`config.mk`:
```
export PLATFORM = sky130hd
export DESIGN_NAME = encoder4to2_reg
export DESIGN_NICKNAME = d
export VERILOG_FILES = /design/src/rtl/encoder_pkg.sv /design/src/rtl/encoder4to2_reg_fifo2.sv /design/src/rtl/encoder4to2_reg.sv
export SDC_FILE = /design/constraint.sdc
export NUM_CORES = 1
export LEC_CHECK = 0
export CAP_MARGIN = 0
export CORE_MARGIN = 3
export CORE_UTILIZATION = 26
export DETAILED_ROUTE_END_ITERATION = 7
export PLACE_DENSITY = 0.47
export SLEW_MARGIN = 0
export SYNTH_ARGS = -nofsm -noshare
export SYNTH_HDL_FRONTEND = slang
export SYNTH_SLANG_ARGS = --single-unit
```
`constraint.sdc`:
```
create_clock -name clk -period 2.09 [get_ports clk]
set_input_delay 0.418 -clock clk [delete_from_list [all_inputs] [get_ports clk]]
set_output_delay 0.418 -clock clk [all_outputs]
set_load 0.01 [all_outputs]
```
`src/rtl/encoder_pkg.sv`:
```
`default_nettype none
// ============================================================================
// Module      : encoder_pkg
// Description : Shared types and constants for the registered 4-to-2
//               priority encoder: result entry layout, FIFO depth, the
//               round-robin pointer reset value and small encode helpers.
// Revision    : 1.0 - initial release
// ============================================================================
package encoder_pkg;

  // One encoded result: granted index, grant flag, multiple-request flag.
  typedef struct packed {
    logic [1:0] y;
    logic       v;
    logic       m;
  } enc_entry_t;

  localparam int         FIFO_DEPTH   = 2;
  localparam logic [1:0] RR_PTR_RESET = 2'd3;

  // Number of set request lines.
  function automatic logic [2:0] count_ones(input logic [3:0] bits);
    logic [2:0] n;
    n = 3'd0;
    for (int b = 0; b < 4; b++) begin
      n = n + {2'b00, bits[b]};
    end
    return n;
  endfunction

  // Fixed priority: scanning upward, the last set bit seen is the highest.
  function automatic logic [1:0] fixed_grant(input logic [3:0] req);
    logic [1:0] g;
    g = 2'd0;
    for (int b = 0; b < 4; b++) begin
      if (req[b]) begin
        g = 2'(b);
      end
    end
    return g;
  endfunction

endpackage
`default_nettype wire

```
`src/rtl/encoder4to2_reg_fifo2.sv`:
```
`default_nettype none
// ============================================================================
// Module      : enc_fifo2
// Description : Two-entry result buffer with count-based ready/valid.
//               Entries leave oldest first; the head is zeroed on the output
//               whenever the buffer is empty.
// Ports       : clk, rst          - clock, asynchronous active-high reset
//               push_i, din_i     - write request and entry to store
//               pop_i             - consumer ready (pops when valid)
//               in_ready_o        - space available (registered state only)
//               out_valid_o       - at least one entry held
//               dout_o            - head entry (zero when empty)
// Revision    : 1.0 - initial release
// ============================================================================
module enc_fifo2
  import encoder_pkg::*;
(
  input  logic       clk,
  input  logic       rst,
  input  logic       push_i,
  input  enc_entry_t din_i,
  input  logic       pop_i,
  output logic       in_ready_o,
  output logic       out_valid_o,
  output enc_entry_t dout_o
);

  localparam logic [1:0] CNT_FULL = 2'(FIFO_DEPTH);

  logic [1:0] count_q, count_d;
  enc_entry_t head_q, head_d;
  enc_entry_t tail_q, tail_d;
  // Held low by reset so the block refuses input until the first edge
  // after reset release.
  logic       live_q;

  logic w_push;
  logic w_pop;

  assign in_ready_o  = live_q && (count_q < CNT_FULL);
  assign out_valid_o = (count_q != 2'd0);
  assign w_push      = push_i && in_ready_o;
  assign w_pop       = pop_i && out_valid_o;
  assign dout_o      = out_valid_o ? head_q : '0;

  always_comb begin
    count_d = count_q;
    head_d  = head_q;
    tail_d  = tail_q;
    case ({w_push, w_pop})
      2'b10: begin
        if (count_q == 2'd0) begin
          head_d = din_i;
        end else begin
          tail_d = din_i;
        end
        count_d = count_q + 2'd1;
      end
      2'b01: begin
        head_d  = tail_q;
        tail_d  = '0;
        count_d = count_q - 2'd1;
      end
      2'b11: begin
        // Push needs count<2 and pop needs count>=1, so count is 1 here:
        // the new entry replaces the departing head.
        head_d = din_i;
      end
      default: begin
      end
    endcase
  end

  always_ff @(posedge clk or posedge rst) begin
    if (rst) begin
      count_q <= 2'd0;
      head_q  <= '0;
      tail_q  <= '0;
      live_q  <= 1'b0;
    end else begin
      count_q <= count_d;
      head_q  <= head_d;
      tail_q  <= tail_d;
      live_q  <= 1'b1;
    end
  end

endmodule
`default_nettype wire

```
`src/rtl/encoder4to2_reg.sv`:
```
`default_nettype none
// ============================================================================
// Module      : encoder4to2_reg
// Description : Registered 4-to-2 priority encoder with ready/valid on both
//               sides and a two-entry result buffer (1-cycle latency).
//               Default priority is fixed (I[3] highest). Defining the macro
//               ENCODER_RR_EN compiles a round-robin grant with a rotating
//               search pointer instead.
// Ports       : clk, rst           - clock, asynchronous active-high reset
//               I, E, in_valid     - request lines, enable, input valid
//               in_ready           - input accepted this cycle when high
//               Y, V, M            - granted index, grant, multiple request
//               out_valid          - Y/V/M hold a result
//               out_ready          - consumer takes the result
// Revision    : 1.0 - initial release
// ============================================================================
module encoder4to2_reg
  import encoder_pkg::*;
(
  input  logic       clk,
  input  logic       rst,
  input  logic [3:0] I,
  input  logic       E,
  input  logic       in_valid,
  output logic       in_ready,
  output logic [1:0] Y,
  output logic       V,
  output logic       M,
  output logic       out_valid,
  input  logic       out_ready
);

  logic       w_accept;
  logic [1:0] w_grant;
  enc_entry_t w_entry;
  enc_entry_t w_head;

  assign w_accept = in_valid && in_ready;

`ifdef ENCODER_RR_EN
  logic [1:0] ptr_q, ptr_d;
  logic       w_rr_hit;

  // Search downward from the pointer, wrapping 0 -> 3; first hit wins.
  always_comb begin
    w_rr_hit = 1'b0;
    w_grant  = ptr_q;
    for (int k = 0; k < 4; k++) begin
      if (!w_rr_hit && I[ptr_q - 2'(k)]) begin
        w_rr_hit = 1'b1;
        w_grant  = ptr_q - 2'(k);
      end
    end
  end

  // After a grant g the next search starts just below g, so g becomes the
  // lowest priority for the following request.
  always_comb begin
    ptr_d = ptr_q;
    if (w_accept && w_entry.v) begin
      ptr_d = w_entry.y - 2'd1;
    end
  end

  always_ff @(posedge clk or posedge rst) begin
    if (rst) begin
      ptr_q <= RR_PTR_RESET;
    end else begin
      ptr_q <= ptr_d;
    end
  end
`else
  assign w_grant = fixed_grant(I);
`endif

  always_comb begin
    w_entry = '0;
    if (E && (I != 4'd0)) begin
      w_entry.y = w_grant;
      w_entry.v = 1'b1;
    end
    w_entry.m = E && (count_ones(I) >= 3'd2);
  end

  enc_fifo2 u_fifo (
    .clk         (clk),
    .rst         (rst),
    .push_i      (in_valid),
    .din_i       (w_entry),
    .pop_i       (out_ready),
    .in_ready_o  (in_ready),
    .out_valid_o (out_valid),
    .dout_o      (w_head)
  );

  assign Y = w_head.y;
  assign V = w_head.v;
  assign M = w_head.m;

endmodule
`default_nettype wire

```
==> impl_metrics.yaml, run 1 <==
timing:
  fin_skew_ns: 0.00441
  setup-tns-final_ns: 0
  hold_violations: 0
  rsz0062_at_grt: "false"
  setup_viol: 0
  hold_slack_ns: 0.442
  fin_crit_ns: 1.90
  clock.fmax_mhz: 527
  drv_slew: 0
  finalCritPeriodShare_pct: 90.9
place:
  dpl.cell_count: 109
  postPlaceCellArea_um2: 861
  port_buffers: 14
  gp_congestion: 0.714
  place_hpwl_um: 1000
detailed_routing:
  routed_via_density: 4.27
  route.detailed.drc: 0
  dr.pass1.iters: 3
  num_vias: 483
  first_iter_violations: 4
  ant_nets: 0
  drt-total-wl_um: 1160
  wire_per_inst_um: 10.3
setup_path:
  cp-end-kind: "primary output"
  path_cells: "nor2_4 -> nor2b_1 -> clkdlybuf4s50_1"
  critPathSlowestCell: "clkdlybuf4s50_1"
  cpLargestDelayFamily: "buffers and inverters"
  cp_num_buf_inv: 1
  worstPathArrival_ns: 1.48
  critPathMaxFanout: 8
  worst_ep_required_time_ns: 1.67
  cp-start-kind: "flop"
  critPathMaxStageDelay_ns: 0.47
  critPathKind: "flop to primary output"
yosys:
  async_flop_share_pct: 100
  ys_ff_latch: 11
  syn_inst: 63
  netlist.area_leader.share_pct: 42.0
  synth_flop_cell: "dfrtp_1"
  yosys_warnings: 0
  ys_seq_area_share_pct: 42.0
  synthesis.nets: 76
  synth_edf_count: 0
  avgSynthCellArea_um2: 10.4
  yosysTopAreaCell: "dfrtp_1"
  syn_area_um2: 656
  synth.distinct_cells: 25
  yosys-top-cells-area: "dfrtp_1 42%, mux2_4 6.9%, ha_1 5.7%"
clock_network:
  clk_path_buf_depth: 2
  clock_tree.htree_level_count: 1
  clk_latency_ns: 0.27
  cts_resized: 0
  cts.sinks: 11
  post-cts-setup-buffers: 0
  cts_buffers: 3
  root_buffer: "clkbuf_4"
  cts-hold-fix-buffers: 0
  clkSlewWorstSetupHoldPaths_ns: 0.07
  cts_tree: "done"
cells_and_area:
  synthToLayoutAreaGrowth_pct: 36.3
  fillers: 236
  nets: 99
  fin_util_pct: 38.9
  antenna_cells: 0
  stdcell_count: 113
  drive_gt1_share_pct: 20.0
  stdcell_area_um2: 893
worst_hold_path:
  hold_path_class: "input port to asynchronous set/reset pin"
pwr:
  power_density_mw_per_mm2: 1200
  worst_ir_drop_vdd_mv: 0.581
  p_leak_nw: 0.416
floorplanning:
  core-area_mm2: 0.00230
  dieArea_mm2: 0.00316
  die_x_um: 56.2
  io_pins: 15
  core.rowCount: 17
  die_h_um: 56.2
  start_util_pct: 28.5
grt:
  antenna_found_initial: 0
  grt_max_degree: 12
  grt_use_total_pct: 8.84
  grt_pass1_vias: 522
  grt-ovfl-total: 0
  grt_pass1_wl_um: 2170
run_status:
  status: "finished clean"
run:
  drv_cap: 0
[state kept, by name (all words and copies together), names as in the netlist]
register        flops
u_fifo.head_q       4
u_fifo.tail_q       4
u_fifo.count_q      2
u_fifo.live_q       1
[layer usage]
| layer | up-vias | part of all wire, % | routed length [µm] | GRT usage (%) |
|---|---|---|---|---|
| li1 | 251 | - | - | - |
| met1 | 221 | 44 | 513 | 9.99 |
| met2 | 9 | 49 | 571 | 14.5 |
| met3 | 2 | 5.8 | 67 | 4.87 |
| met4 | 0 | 0.77 | 9 | 2.03 |
| met5 | - | 0 | 0 | 0 |
[cells by family (layout without fill, tap and decap cells)]
group                    count (synthesis)  after routing  share of synthesized area, %
buffers and inverters                    7             29                          4.01
XOR/XNOR                                 3              3                          4.01
AO/OA/AOI/OAI                           10             10                          11.6
AND/OR/NAND/NOR                         20             20                          15.5
flip-flops                              11             11                          42.0
adder cells (fa/ha/maj)                  4              4                          8.78
multiplexers                             7              7                          13.5
other                                    1              1                         0.572
[synthesized netlist by cell type (2+ instances only)]
library cell	n
nor3b_1	2
nor2_1	6
dfrtp_1	11
mux2_2	3
inv_1	7
mux2_4	3
ha_1	3
o21ai_0	3
nor2b_1	4
xnor2_1	2
nand2_1	5
[power breakdown]
part | total [W] | internal (W) | switching (W)
Combinational | 0.000554 | 0.000336 | 0.000217
Sequential | 0.000379 | 0.000308 | 0.0000702
Clock | 0.000142 | 0.0000708 | 0.0000709
Total | 0.00107 | 0.000716 | 0.000358
[placed cells by master, fill, tap and decap left out, types with 3 or more instances in the layout]
cell             Yosys  layout
dfrtp_1             11      11
inv_1                7       7
nand2_1              5       5
mux2_4               3       3
o21ai_0              3       3
clkbuf_4             0       3
mux2_2               3       3
buf_4                0       4
nor2_1               6       6
clkdlybuf4s50_1      0      14
nor2b_1              4       4
ha_1                 3       3
[final timing paths]
kind	from	end	depth (start not counted)	slack [ns]
setup / recovery	u_fifo.count_q[1]	Y[0]	3	0.19
hold / removal	rst	u_fifo.count_q[1]	2	0.44
setup reg to reg	u_fifo.count_q[1]	u_fifo.head_q[3]	6	0.38
hold reg to reg	u_fifo.head_q[1]	u_fifo.head_q[1]	1	0.51
max in group asynchronous	rst	u_fifo.head_q[2]	2	1.34
min in group clk	u_fifo.head_q[1]	u_fifo.head_q[1]	1	0.51
[area by class of cell]
cell class | count | area [µm²] | area share, %
Clock buffer | 3 | 22.5 | 2.52
Clock inverter | 1 | 5.00 | 0.560
Inverter | 7 | 26.3 | 2.94
Multi-Input combinational cell | 45 | 359 | 40.2
Sequential cell | 11 | 275 | 30.8
Tap cell | 28 | 35.0 | 3.92
Timing Repair Buffer | 18 | 170 | 19.0
[through the flow]
| stage | setup slack [ns] | total power (W) |
|---|---|---|
| after floorplan | 0.422 | 0.000720 |
| after global placement | 0.00960 | 0.000934 |
| after detailed placement | 0.0368 | 0.000937 |
| after CTS | 0.0638 | 0.00109 |
| after global routing | 0.0521 | 0.00118 |
| final | 0.191 | 0.00107 |
Note: power is estimated with default switching activity, not from simulation.
==> run 2: changes to the inputs <==
Clock period 2.09 ns to 2 ns, I/O delays scaled along.
==> run 2 against run 1 <==
Against the previous run: worst setup slack worse by 0.069 ns; register-to-register slack worse by 0.13 ns; sequential share of layout area is 0.41 points lower; utilization is 0.71 points higher; routed wire length is 7.3% higher; cell area is 1.8% higher; first-iteration DRC count is 75% higher; critical path type unchanged; largest cell class unchanged.
==> impl_metrics.yaml, run 2 (synthesis gave the netlist of run 1 again) <==
run_status:
  status: "finished clean"
detailed_routing:
  first_iter_violations: 7
  met2_length_um: 620
  highest_layer: "met4"
  wire_per_inst_um: 10.8
  wl_met3_um: 42
  num_vias: 490
  routed_via_density: 4.26
  dr.pass1.iters: 3
  route.detailed.drc: 0
  drt-total-wl_um: 1250
  met1Wirelength_um: 569
  ant_nets: 0
place:
  place_hpwl_um: 1030
  gp_congestion: 0.726
  port_buffers: 14
setup_path:
  crit_start: "u_fifo.count_q[1]"
  critPathMaxFanout: 4
  worst_ep_required_time_ns: 1.60
  cp-end-kind: "primary output"
  critPathSlowestCell: "clkdlybuf4s50_1"
  r2r-start: "u_fifo.count_q[1]"
  path_cells: "and2b_1 -> clkdlybuf4s50_1"
  cp-start-kind: "flop"
  critPathMaxStageDelay_ns: 0.53
  critPathKind: "flop to primary output"
  worstPathArrival_ns: 1.48
cells_and_area:
  drive_gt1_share_pct: 23.0
  final_cell_mix: "14 x clkdlybuf4s50_1, 10 x dfrtp_1, 7 x inv_1, 6 x nor2_1, 6 x buf_4"
  reg_top3: "u_fifo.head_q x4, u_fifo.tail_q x4, u_fifo.count_q x2"
  final_common_cell: "clkdlybuf4s50_1"
  nets: 101
  antenna_cells: 0
  synthToLayoutAreaGrowth_pct: 38.7
timing:
  hold_violations: 0
  drv_slew: 0
  rsz0062_at_grt: "false"
  fin_skew_ns: 0.00715
  setup_viol: 0
  hold_slack_ns: 0.422
  clock.fmax_mhz: 532
  finalCritPeriodShare_pct: 93.9
  fin_crit_ns: 1.88
clock_network:
  cts.sinks: 11
  cts-hold-fix-buffers: 0
  clkSlewWorstSetupHoldPaths_ns: 0.08
  clk_path_buf_depth: 2
  root_buffer: "clkbuf_4"
  cts_tree: "done"
  clock_tree.htree_level_count: 1
  clk_latency_ns: 0.27
  cts_buffers: 3
grt:
  grt-ovfl-total: 0
  grt_pass1_wl_um: 2280
  antenna_found_initial: 0
  grt_max_degree: 12
  grt_pass1_vias: 511
  grt_use_total_pct: 9.27
floorplanning:
  start_util_pct: 28.5
  dieArea_mm2: 0.00316
  io_pins: 15
  die_h_um: 56.2
  core.rowCount: 17
  core-area_mm2: 0.00230
  die_x_um: 56.2
pwr:
  power_density_mw_per_mm2: 1260
  worst_ir_drop_vdd_mv: 0.569
  finalPower_w: 0.00115
  p_leak_nw: 0.425
worst_hold_path:
  hold_path_class: "input port to asynchronous set/reset pin"
run:
  drv_cap: 0
[run 2: cell types whose count changed in the layout (fill, tap and decap cells not counted)]
cell and delta:
buf_4 +2, dfrtp_2 +1, dfrtp_1 -1
[run 2: metal layers]
layer,vias up,GRT usage [%]
met1,228,11.3
met2,6,14.5
met3,2,4.87
met5,-,0
met4,0,2.03
li1,254,-
[run 2: repair_timing]
item,in CTS,in global routing
pin swaps,0,1
endpoints found under the setup margin,4,3
setup buffers,0,1
resized for setup,1,1
[run 2: where the power goes]
part	total, W	switching [W]	internal, W
Combinational	0.000598	0.000233	0.000365
Clock	0.000149	0.0000748	0.0000739
Sequential	0.000399	0.0000749	0.000324
[run 2: worst paths after layout]
check,end,slack [ns],cells past startpoint
max in group asynchronous,u_fifo.count_q[0],1.26,2
min in group clk,u_fifo.head_q[1],0.51,1
worst min register to register,u_fifo.head_q[1],0.51,1
worst max register to register,u_fifo.head_q[3],0.25,6
worst min-delay path,u_fifo.count_q[1],0.42,2
worst max-delay path,in_ready,0.12,2
[run 2: area by class of cell]
cell class | instances | area [µm²]
fill | 234 | 1390
sequential | 11 | 277
clock inverter | 1 | 5.00
multi-input combinational | 45 | 359
clock buffer | 3 | 22.5
tap | 28 | 35.0
inverter | 7 | 26.3
timing repair buffer | 20 | 185
[run 2: worst max-delay path: cells and delay by family, from the launching register on]
family	cells	cell delay [ns]
buffers and inverters	1	0.53
DFF	1	0.45
and+or+nand+nor	1	0.23
[run 2: metrics by stage]
stage	setup slack (ns)	utilization [%]	area [µm²]	TNS [ns]	cells
floorplan	0.332	-	656	0	63
detailed placement	-0.0355	37.8	868	-0.0896	110
global placement	-0.0702	37.8	868	-0.196	110
global route	0.0104	39.6	910	0	115
CTS	0.0863	39.2	901	0	114
finish	0.122	39.6	910	0	115
==> run 3: changes to the inputs <==
Settings changed: ABC_CLOCK_PERIOD_IN_PS set to 2000.
==> results of run 3 <==
Final layout, timing and power as in run 2 (identical DEF).
